**src/rtl/rdi_pkg.sv**
```systemverilog
// rdi_pkg: shared definitions for the RDI bring-up arbiter.
//   - bring-up code constants (0 none .. 5 disable)
//   - bit positions of the pending request vector
//   - FSM state type and state constants
//   - fixed-priority encode and code-to-mask helpers
package rdi_pkg;

  localparam logic [2:0] CODE_NONE      = 3'd0;
  localparam logic [2:0] CODE_ACTIVE    = 3'd1;
  localparam logic [2:0] CODE_RETRAIN   = 3'd2;
  localparam logic [2:0] CODE_LINKERROR = 3'd3;
  localparam logic [2:0] CODE_LINKRESET = 3'd4;
  localparam logic [2:0] CODE_DISABLE   = 3'd5;

  // pending vector layout: {disable, linkreset, linkerror, retrain, active}
  localparam int BIT_ACTIVE    = 0;
  localparam int BIT_RETRAIN   = 1;
  localparam int BIT_LINKERROR = 2;
  localparam int BIT_LINKRESET = 3;
  localparam int BIT_DISABLE   = 4;

  typedef logic [1:0] state_t;
  localparam state_t ST_IDLE    = 2'd0;
  localparam state_t ST_SERVE   = 2'd1;
  localparam state_t ST_RELEASE = 2'd2;

  // LINKERROR > LINKRESET > DISABLE > RETRAIN > ACTIVE
  function automatic logic [2:0] prio_code(input logic [4:0] p);
    logic [2:0] c;
    c = CODE_NONE;
    if (p[BIT_LINKERROR])      c = CODE_LINKERROR;
    else if (p[BIT_LINKRESET]) c = CODE_LINKRESET;
    else if (p[BIT_DISABLE])   c = CODE_DISABLE;
    else if (p[BIT_RETRAIN])   c = CODE_RETRAIN;
    else if (p[BIT_ACTIVE])    c = CODE_ACTIVE;
    return c;
  endfunction

  function automatic logic [4:0] code_mask(input logic [2:0] c);
    logic [4:0] m;
    m = 5'b00000;
    case (c)
      CODE_ACTIVE:    m[BIT_ACTIVE]    = 1'b1;
      CODE_RETRAIN:   m[BIT_RETRAIN]   = 1'b1;
      CODE_LINKERROR: m[BIT_LINKERROR] = 1'b1;
      CODE_LINKRESET: m[BIT_LINKRESET] = 1'b1;
      CODE_DISABLE:   m[BIT_DISABLE]   = 1'b1;
      default:        m = 5'b00000;
    endcase
    return m;
  endfunction

endpackage

```
**src/rtl/rdi_bring_up_arbiter_if.sv**
```systemverilog
// rdi_bring_up_arbiter_if: request/handshake bundle between the RDI
// controller + general bring-up TX/RX pair (master) and the arbiter (slave).
//   i_req_*                           request pulses from the controller
//   i_General_Bring_Up_done_TX/RX     done levels from the bring-up blocks
//   o_rdi_controller_choosen_bring_up code in service
//   o_busy, o_pending                 arbiter status
//   o_complete, o_completed_code      completion pulse and last completed code
//   o_timeout                         timeout pulse
interface rdi_bring_up_arbiter_if;
  logic       i_req_active;
  logic       i_req_retrain;
  logic       i_req_linkerror;
  logic       i_req_linkreset;
  logic       i_req_disable;
  logic       i_General_Bring_Up_done_TX;
  logic       i_General_Bring_Up_done_RX;
  logic [2:0] o_rdi_controller_choosen_bring_up;
  logic       o_busy;
  logic [4:0] o_pending;
  logic       o_complete;
  logic [2:0] o_completed_code;
  logic       o_timeout;

  modport master (
    output i_req_active, i_req_retrain, i_req_linkerror, i_req_linkreset, i_req_disable,
    output i_General_Bring_Up_done_TX, i_General_Bring_Up_done_RX,
    input  o_rdi_controller_choosen_bring_up, o_busy, o_pending,
    input  o_complete, o_completed_code, o_timeout
  );

  modport slave (
    input  i_req_active, i_req_retrain, i_req_linkerror, i_req_linkreset, i_req_disable,
    input  i_General_Bring_Up_done_TX, i_General_Bring_Up_done_RX,
    output o_rdi_controller_choosen_bring_up, o_busy, o_pending,
    output o_complete, o_completed_code, o_timeout
  );
endinterface

```
**src/rtl/rdi_req_priority_enc.sv**
```systemverilog
// rdi_req_priority_enc: combinational fixed-priority encoder.
//   pending  in  5  latched requests {disable, linkreset, linkerror, retrain, active}
//   code     out 3  highest-priority bring-up code (0 when nothing pending)
//   clr_mask out 5  one-hot mask of the pending bit that code consumes
module rdi_req_priority_enc (
  input  logic [4:0] pending,
  output logic [2:0] code,
  output logic [4:0] clr_mask
);
  import rdi_pkg::*;

  assign code     = prio_code(pending);
  assign clr_mask = code_mask(code);
endmodule

```
**src/rtl/rdi_bring_up_arbiter.sv**
```systemverilog
// rdi_bring_up_arbiter: serializes RDI state-change requests by fixed
// priority, drives one bring-up code at a time to the TX/RX bring-up pair
// and waits for both dones, escalating to LINKERROR on timeout.
//   lclk     in  clock
//   sys_rst  in  asynchronous active-low reset
//   bus      slave side of rdi_bring_up_arbiter_if (requests, dones, status)
//
// state      | meaning
// IDLE       | no code driven; launch highest-priority pending request
// SERVE      | code held; collecting dones, counting toward timeout
// RELEASE    | code forced to 0 for one cycle so the TX block returns to idle
module rdi_bring_up_arbiter #(
  parameter int TIMEOUT_CYCLES = 8000,
  parameter int CNT_W          = 13
) (
  input logic                  lclk,
  input logic                  sys_rst,
  rdi_bring_up_arbiter_if.slave bus
);
  import rdi_pkg::*;

  localparam logic [CNT_W-1:0] CNT_LAST = CNT_W'(TIMEOUT_CYCLES - 1);

  state_t           state_q;
  logic [2:0]       code_q;
  logic [2:0]       completed_q;
  logic [4:0]       pend_q;
  logic [CNT_W-1:0] cnt_q;
  logic             stk_tx_q;
  logic             stk_rx_q;
  logic             busy_q;
  logic             complete_q;
  logic             timeout_q;

  logic [2:0] enc_code;
  logic [4:0] enc_clr;
  logic [4:0] req_vec;
  logic [4:0] pend_set;
  logic [4:0] pend_clr;
  logic       done_tx;
  logic       done_rx;
  logic       both_done;
  logic       at_limit;

  rdi_req_priority_enc u_enc (
    .pending  (pend_q),
    .code     (enc_code),
    .clr_mask (enc_clr)
  );

  assign req_vec = {bus.i_req_disable, bus.i_req_linkreset, bus.i_req_linkerror,
                    bus.i_req_retrain, bus.i_req_active};

  // Sticky flag OR the live input, so dones rising together (or split
  // across cycles) complete on the cycle the second one is seen.
  assign done_tx   = stk_tx_q | bus.i_General_Bring_Up_done_TX;
  assign done_rx   = stk_rx_q | bus.i_General_Bring_Up_done_RX;
  assign both_done = done_tx & done_rx;
  assign at_limit  = (cnt_q == CNT_LAST);

  always_comb begin
    pend_clr = 5'b00000;
    pend_set = req_vec;
    if (state_q == ST_IDLE) pend_clr = enc_clr;
    // A timed-out LINKERROR is not re-armed.
    if (state_q == ST_SERVE && !both_done && at_limit && code_q != CODE_LINKERROR)
      pend_set[BIT_LINKERROR] = 1'b1;
  end

  always_ff @(posedge lclk or negedge sys_rst) begin
    if (!sys_rst) begin
      state_q     <= ST_IDLE;
      code_q      <= CODE_NONE;
      completed_q <= CODE_NONE;
      pend_q      <= 5'b00000;
      cnt_q       <= '0;
      stk_tx_q    <= 1'b0;
      stk_rx_q    <= 1'b0;
      busy_q      <= 1'b0;
      complete_q  <= 1'b0;
      timeout_q   <= 1'b0;
    end else begin
      // set after clear: a request landing on its own issue cycle survives
      pend_q     <= (pend_q & ~pend_clr) | pend_set;
      complete_q <= 1'b0;
      timeout_q  <= 1'b0;
      case (state_q)
        ST_IDLE: begin
          if (|pend_q) begin
            state_q  <= ST_SERVE;
            code_q   <= enc_code;
            cnt_q    <= '0;
            stk_tx_q <= 1'b0;
            stk_rx_q <= 1'b0;
            busy_q   <= 1'b1;
          end
        end
        ST_SERVE: begin
          stk_tx_q <= done_tx;
          stk_rx_q <= done_rx;
          cnt_q    <= cnt_q + CNT_W'(1);
          if (both_done) begin
            complete_q  <= 1'b1;
            completed_q <= code_q;
            code_q      <= CODE_NONE;
            state_q     <= ST_RELEASE;
          end else if (at_limit) begin
            timeout_q <= 1'b1;
            code_q    <= CODE_NONE;
            state_q   <= ST_RELEASE;
          end else if (pend_q[BIT_LINKERROR] && code_q != CODE_LINKERROR) begin
            code_q  <= CODE_NONE;
            state_q <= ST_RELEASE;
          end
        end
        ST_RELEASE: begin
          state_q <= ST_IDLE;
          busy_q  <= 1'b0;
        end
        default: begin
          state_q <= ST_IDLE;
          code_q  <= CODE_NONE;
          busy_q  <= 1'b0;
        end
      endcase
    end
  end

  assign bus.o_rdi_controller_choosen_bring_up = code_q;
  assign bus.o_busy           = busy_q;
  assign bus.o_pending        = pend_q;
  assign bus.o_complete       = complete_q;
  assign bus.o_completed_code = completed_q;
  assign bus.o_timeout        = timeout_q;
endmodule

```
**src/flat_wrapper.sv**
```systemverilog
// flat-port wrapper written by rule: the top's interface ports become plain ports
module rdi_bring_up_arbiter_flat import rdi_pkg::*;
#(
  parameter int TIMEOUT_CYCLES = 8000,
  parameter int CNT_W          = 13
)
  (lclk, sys_rst, bus_i_req_active, bus_i_req_retrain, bus_i_req_linkerror, bus_i_req_linkreset, bus_i_req_disable, bus_i_General_Bring_Up_done_TX, bus_i_General_Bring_Up_done_RX, bus_o_rdi_controller_choosen_bring_up, bus_o_busy, bus_o_pending, bus_o_complete, bus_o_completed_code, bus_o_timeout);
  rdi_bring_up_arbiter_if bus_i ();
  input logic lclk;
  input logic sys_rst;
  input wire logic [$bits(bus_i.i_req_active)-1:0] bus_i_req_active;
  input wire logic [$bits(bus_i.i_req_retrain)-1:0] bus_i_req_retrain;
  input wire logic [$bits(bus_i.i_req_linkerror)-1:0] bus_i_req_linkerror;
  input wire logic [$bits(bus_i.i_req_linkreset)-1:0] bus_i_req_linkreset;
  input wire logic [$bits(bus_i.i_req_disable)-1:0] bus_i_req_disable;
  input wire logic [$bits(bus_i.i_General_Bring_Up_done_TX)-1:0] bus_i_General_Bring_Up_done_TX;
  input wire logic [$bits(bus_i.i_General_Bring_Up_done_RX)-1:0] bus_i_General_Bring_Up_done_RX;
  output wire logic [$bits(bus_i.o_rdi_controller_choosen_bring_up)-1:0] bus_o_rdi_controller_choosen_bring_up;
  output wire logic [$bits(bus_i.o_busy)-1:0] bus_o_busy;
  output wire logic [$bits(bus_i.o_pending)-1:0] bus_o_pending;
  output wire logic [$bits(bus_i.o_complete)-1:0] bus_o_complete;
  output wire logic [$bits(bus_i.o_completed_code)-1:0] bus_o_completed_code;
  output wire logic [$bits(bus_i.o_timeout)-1:0] bus_o_timeout;
  assign bus_i.i_req_active = bus_i_req_active;
  assign bus_i.i_req_retrain = bus_i_req_retrain;
  assign bus_i.i_req_linkerror = bus_i_req_linkerror;
  assign bus_i.i_req_linkreset = bus_i_req_linkreset;
  assign bus_i.i_req_disable = bus_i_req_disable;
  assign bus_i.i_General_Bring_Up_done_TX = bus_i_General_Bring_Up_done_TX;
  assign bus_i.i_General_Bring_Up_done_RX = bus_i_General_Bring_Up_done_RX;
  assign bus_o_rdi_controller_choosen_bring_up = bus_i.o_rdi_controller_choosen_bring_up;
  assign bus_o_busy = bus_i.o_busy;
  assign bus_o_pending = bus_i.o_pending;
  assign bus_o_complete = bus_i.o_complete;
  assign bus_o_completed_code = bus_i.o_completed_code;
  assign bus_o_timeout = bus_i.o_timeout;
  rdi_bring_up_arbiter #(.TIMEOUT_CYCLES(TIMEOUT_CYCLES), .CNT_W(CNT_W)) u_core (.lclk(lclk), .sys_rst(sys_rst), .bus(bus_i));
endmodule
```
**config.mk**
```make
export PLATFORM = sky130hd
export DESIGN_NAME = rdi_bring_up_arbiter_flat
export DESIGN_NICKNAME = d
export VERILOG_FILES = /design/src/rtl/rdi_pkg.sv /design/src/rtl/rdi_bring_up_arbiter_if.sv /design/src/rtl/rdi_req_priority_enc.sv /design/src/rtl/rdi_bring_up_arbiter.sv /design/src/flat_wrapper.sv
export SDC_FILE = /design/constraint.sdc
export NUM_CORES = 1
export LEC_CHECK = 0
export CAP_MARGIN = 30
export CORE_MARGIN = 2
export CORE_UTILIZATION = 50
export CTS_BUF_LIST = sky130_fd_sc_hd__clkbuf_8
export CTS_CLUSTER_SIZE = 20
export DETAILED_ROUTE_END_ITERATION = 8
export PLACE_DENSITY = 0.83
export SYNTH_ARGS = -nofsm -noshare
export SYNTH_HDL_FRONTEND = slang
export SYNTH_SLANG_ARGS = --single-unit
export TNS_END_PERCENT = 50
```
**constraint.sdc**
```tcl
create_clock -name lclk -period 2 [get_ports lclk]
set_input_delay 0.4 -clock lclk [delete_from_list [all_inputs] [get_ports lclk]]
set_output_delay 0.4 -clock lclk [all_outputs]
set_load 0.005 [all_outputs]
```
==> impl_results.rst <==
.. list-table::
   :header-rows: 1

   * - Metric
     - Value
   * - Run status
     - finished clean
   * - Vias per std cell
     - 6.085
   * - Clock power frac
     - 0.242
   * - GRT Util Overall
     - 0.2110
   * - WL final
     - ~3100 um
   * - Post-layout power
     - 2198 uW
   * - Clock skew after layout
     - 4.891 ps
   * - Setup repair after global routing missed its margin
     - no
   * - Sequential group share of total power
     - 0.419
   * - Vias in the first global route
     - around 1,100
   * - PostCTS Resize Cnt
     - 0
   * - Antenna violations before repair
     - 0
   * - Type of the most critical hold path
     - reg2reg
   * - Max frequency
     - 597.6 MHz
   * - Final slew viol count
     - 0
   * - Startpoint type of the worst setup path
     - register
   * - Clock transition at the registers of the reported paths
     - 60 ps
   * - Number of nets at the end of the flow
     - 179
   * - HPWL after detailed placement
     - 2214 um
   * - Worst min-delay path startpoint
     - u_core.cnt_q[11]
   * - Number of failing setup endpoints in the final timing report
     - 0
   * - Postcts setup bufs
     - 0
   * - Commonest non-fill, non-tap cells in the layout
     - 31 x sky130_fd_sc_hd__dfrtp_1, 22 x sky130_fd_sc_hd__clkdlybuf4s50_1, 19 x sky130_fd_sc_hd__o21ai_0, 13 x sky130_fd_sc_hd__nand2_1, 10 x sky130_fd_sc_hd__a21oi_1
   * - Clk root buf
     - sky130_fd_sc_hd__clkbuf_8
   * - DR vias
     - 1,223
   * - Global-route wire length before repair
     - 5223 um
   * - Portion of the clock cycle consumed by the worst path in the final layout
     - 0.8366
   * - 1st-iter DRT viols
     - between 40 and 50
   * - Dominant delay contributor by cell family on the critical path
     - buffers and inverters
   * - Type of destination of the critical path
     - primary output
   * - P&R area growth vs syn
     - 25.15%
   * - Cells along the critical path
     - clkdlybuf4s50_1
   * - H-tree depth
     - 2
   * - Routed wire per std cell
     - 15.31 um
   * - Fin cells
     - 201
   * - Share of final-layout standard cells stronger than drive strength 1
     - 0.1000
   * - Met1 Use GR
     - 0.2786
   * - Number of flip-flops and latches in the synthesized netlist
     - 31
   * - Worst path arrival time
     - 1270 ps
   * - Number of detailed-routing iterations run before antenna repair
     - 4
   * - Prevailing post-synth register cell
     - sky130_fd_sc_hd__dfrtp_1
   * - Die X-Extent
     - 57.44 um
   * - Overall die area
     - approximately 3300 um^2
   * - Most heavily used metal layer in global routing
     - met2
   * - Maximum clock path buffer count
     - 2
   * - Mapped Area
     - 1428 um^2
   * - Total CTS buffers
     - 5
   * - Internal power of the cells
     - 1450 uW
   * - Avg Cell Area, Syn
     - 10.12 um^2
   * - Overflow left after global routing
     - 0
   * - Count of buffering cells on the critical path with inverters included
     - 1
   * - Sinks on Clock Net
     - 31
   * - Peak per-stage delay on the critical path
     - 540 ps
   * - Sequential cell area fraction in the yosys report
     - 0.5434
   * - Worst vdd ir
     - 1.053 mV
   * - Cell total after placement
     - 193
   * - Starting density of the core
     - 0.5222
   * - Worst Max-Slew Pin Slew
     - 570.2 ps
   * - Number of diodes added for antenna fixing
     - 0
   * - Worst r2r src
     - u_core.cnt_q[0]
   * - Met3 layer usage reported by global route
     - 0.05896
   * - Crit path max fanout
     - 7
   * - Most common cell after layout, fill and taps aside
     - sky130_fd_sc_hd__dfrtp_1
   * - Timing startpoint of the critical path
     - u_core.bus.o_pending[2]
   * - DRC violations left
     - 0
   * - Min Clock Period, post-route
     - 1673 ps
   * - DIE HEIGHT
     - around 57 um
   * - # Max-Cap Violations
     - 0
   * - Post-synth net total
     - around 150
   * - Number of antenna-violating nets in the routed design
     - 0
   * - Core Footprint
     - 2734 um^2
   * - Number of enable flip-flop cells after synthesis
     - 0
   * - Worst slew margin relative to its limit
     - 0.6191
   * - Combinational share of power
     - 0.339
   * - Count of distinct cell types in the synthesized netlist
     - 35
   * - Standard cell with the maximum stage delay on the critical path
     - sky130_fd_sc_hd__clkdlybuf4s50_1
   * - Met2 Track Usage GR
     - 0.3198
   * - Type of the worst setup path
     - reg2out
   * - FFs w/ async S/R, synth
     - 1.000
   * - Port-buffer cells
     - 22
   * - Maximum number of pins on one net before global-route repair
     - 32
   * - # IOs
     - 23
   * - Warning count from the yosys run
     - 0
   * - Gate count of the mapped netlist
     - 141
   * - Static leakage power
     - 0.0007907 uW
   * - Fin Hold WS
     - 491.2 ps
   * - Number of filler cells placed in the layout
     - 217
   * - TritonCTS clock tree
     - built
   * - Number of placement rows
     - 19
   * - Summed negative setup slack over all endpoints
     - 0 ps
   * - RD Place Congestion
     - 0.7924
   * - Sw Share
     - 0.3401
   * - Final Hold Vio Count
     - 0
   * - Net Sw Power
     - 747.3 uW
   * - Number of buffers inserted for hold repair after clock tree synthesis
     - 0
   * - Clock latency reported for the late side of the worst-skew pair
     - ~280 ps
   * - PwrDens
     - 1230 nW/um^2
   * - Required time worst endpoint
     - 1600 ps
==> path summary, 6_finish.rpt <==
path	end	slack, ps	cells after the start
hold / removal	u_core.cnt_q[11]	490	1
setup / recovery	bus_o_pending[2]	330	1
setup reg to reg	u_core.bus.o_pending[2]	340	5
max in group asynchronous	u_core.cnt_q[6]	1210	2
min in group asynchronous	u_core.bus.o_pending[4]	500	2
hold reg to reg	u_core.cnt_q[11]	490	1
==> per-stage QoR <==
stage          utilization  setup WS [ps]  area, um^2
2_1_floorplan            -          469.6        1428
3_3_place_gp        0.6169          275.3        1687
3_5_place_dp        0.6169          188.6        1687
4_1_cts             0.6535          315.6        1787
5_1_grt             0.6535          219.5        1787
6_report            0.6535          326.7        1787
==> flip-flops by register name, indices dropped and copies added, names as in the netlist <==
signal,flops
u_core.bus.o_pending,5
u_core.stk_tx_q,1
u_core.bus.o_timeout,1
u_core.state_q,2
u_core.bus.o_completed_code,3
u_core.cnt_q,13
u_core.bus.o_rdi_controller_choosen_bring_up,3
u_core.bus.o_busy,1
u_core.stk_rx_q,1
u_core.bus.o_complete,1
==> synth_stat cells (all sizes together), types with 2 or more instances <==
library cell | n | share of area
nor2b | 2 | 0.0088
a31oi | 3 | 0.013
inv | 4 | 0.011
mux2 | 3 | 0.024
buf | 4 | 0.016
and4 | 4 | 0.025
nand4 | 5 | 0.026
a21o | 3 | 0.016
nand2 | 13 | 0.034
o21ai | 20 | 0.070
dfrtp | 31 | 0.54
nand2b | 4 | 0.018
nand3 | 7 | 0.025
nor2 | 9 | 0.024
mux2i | 3 | 0.021
a21oi | 10 | 0.035
==> area by class of cell <==
| class | count | area (um^2) | share of cell area |
|---|---|---|---|
| inverters | 4 | 15.01 | 0.008403 |
| clock buffers | 7 | 96.34 | 0.05392 |
| multi-input cells | 102 | 614.3 | 0.3438 |
| repair buffers | 25 | 242.7 | 0.1359 |
| flip-flops and latches | 31 | 775.7 | 0.4342 |
| well taps | 31 | 38.79 | 0.02171 |
| clock inverters | 1 | 3.754 | 0.002101 |
==> logic make-up (layout without fill, tap and decap cells) <==
| group | Yosys count | after routing | share of synthesized area |
|---|---|---|---|
| muxes | 6 | 6 | 0.04470 |
| DFF | 31 | 31 | 0.5434 |
| and+or+nand+nor | 51 | 51 | 0.1946 |
| buffers and inverters | 8 | 37 | 0.02629 |
| AOI/OAI and AO/OA | 43 | 43 | 0.1762 |
| adders and majority gates | 1 | 1 | 0.008763 |
| xor gates and xnor gates | 1 | 1 | 0.006136 |
==> per-layer routing <==
metal	vias up	routed length (um)
met5	-	0
met4	0	64
met3	6	189
met2	51	1497
met1	599	1326
li1	567	-
==> power groups by stage <==
stage          logic, uW  registers (uW)  clock network, uW
2_1_floorplan        431             892                  0
3_3_place_gp         708             917                  0
3_5_place_dp         744             928                  0
4_1_cts              747             918                543
5_1_grt              826             949                560
6_report             746             921                531
No activity file was read; power rests on OpenSTA's default activity.
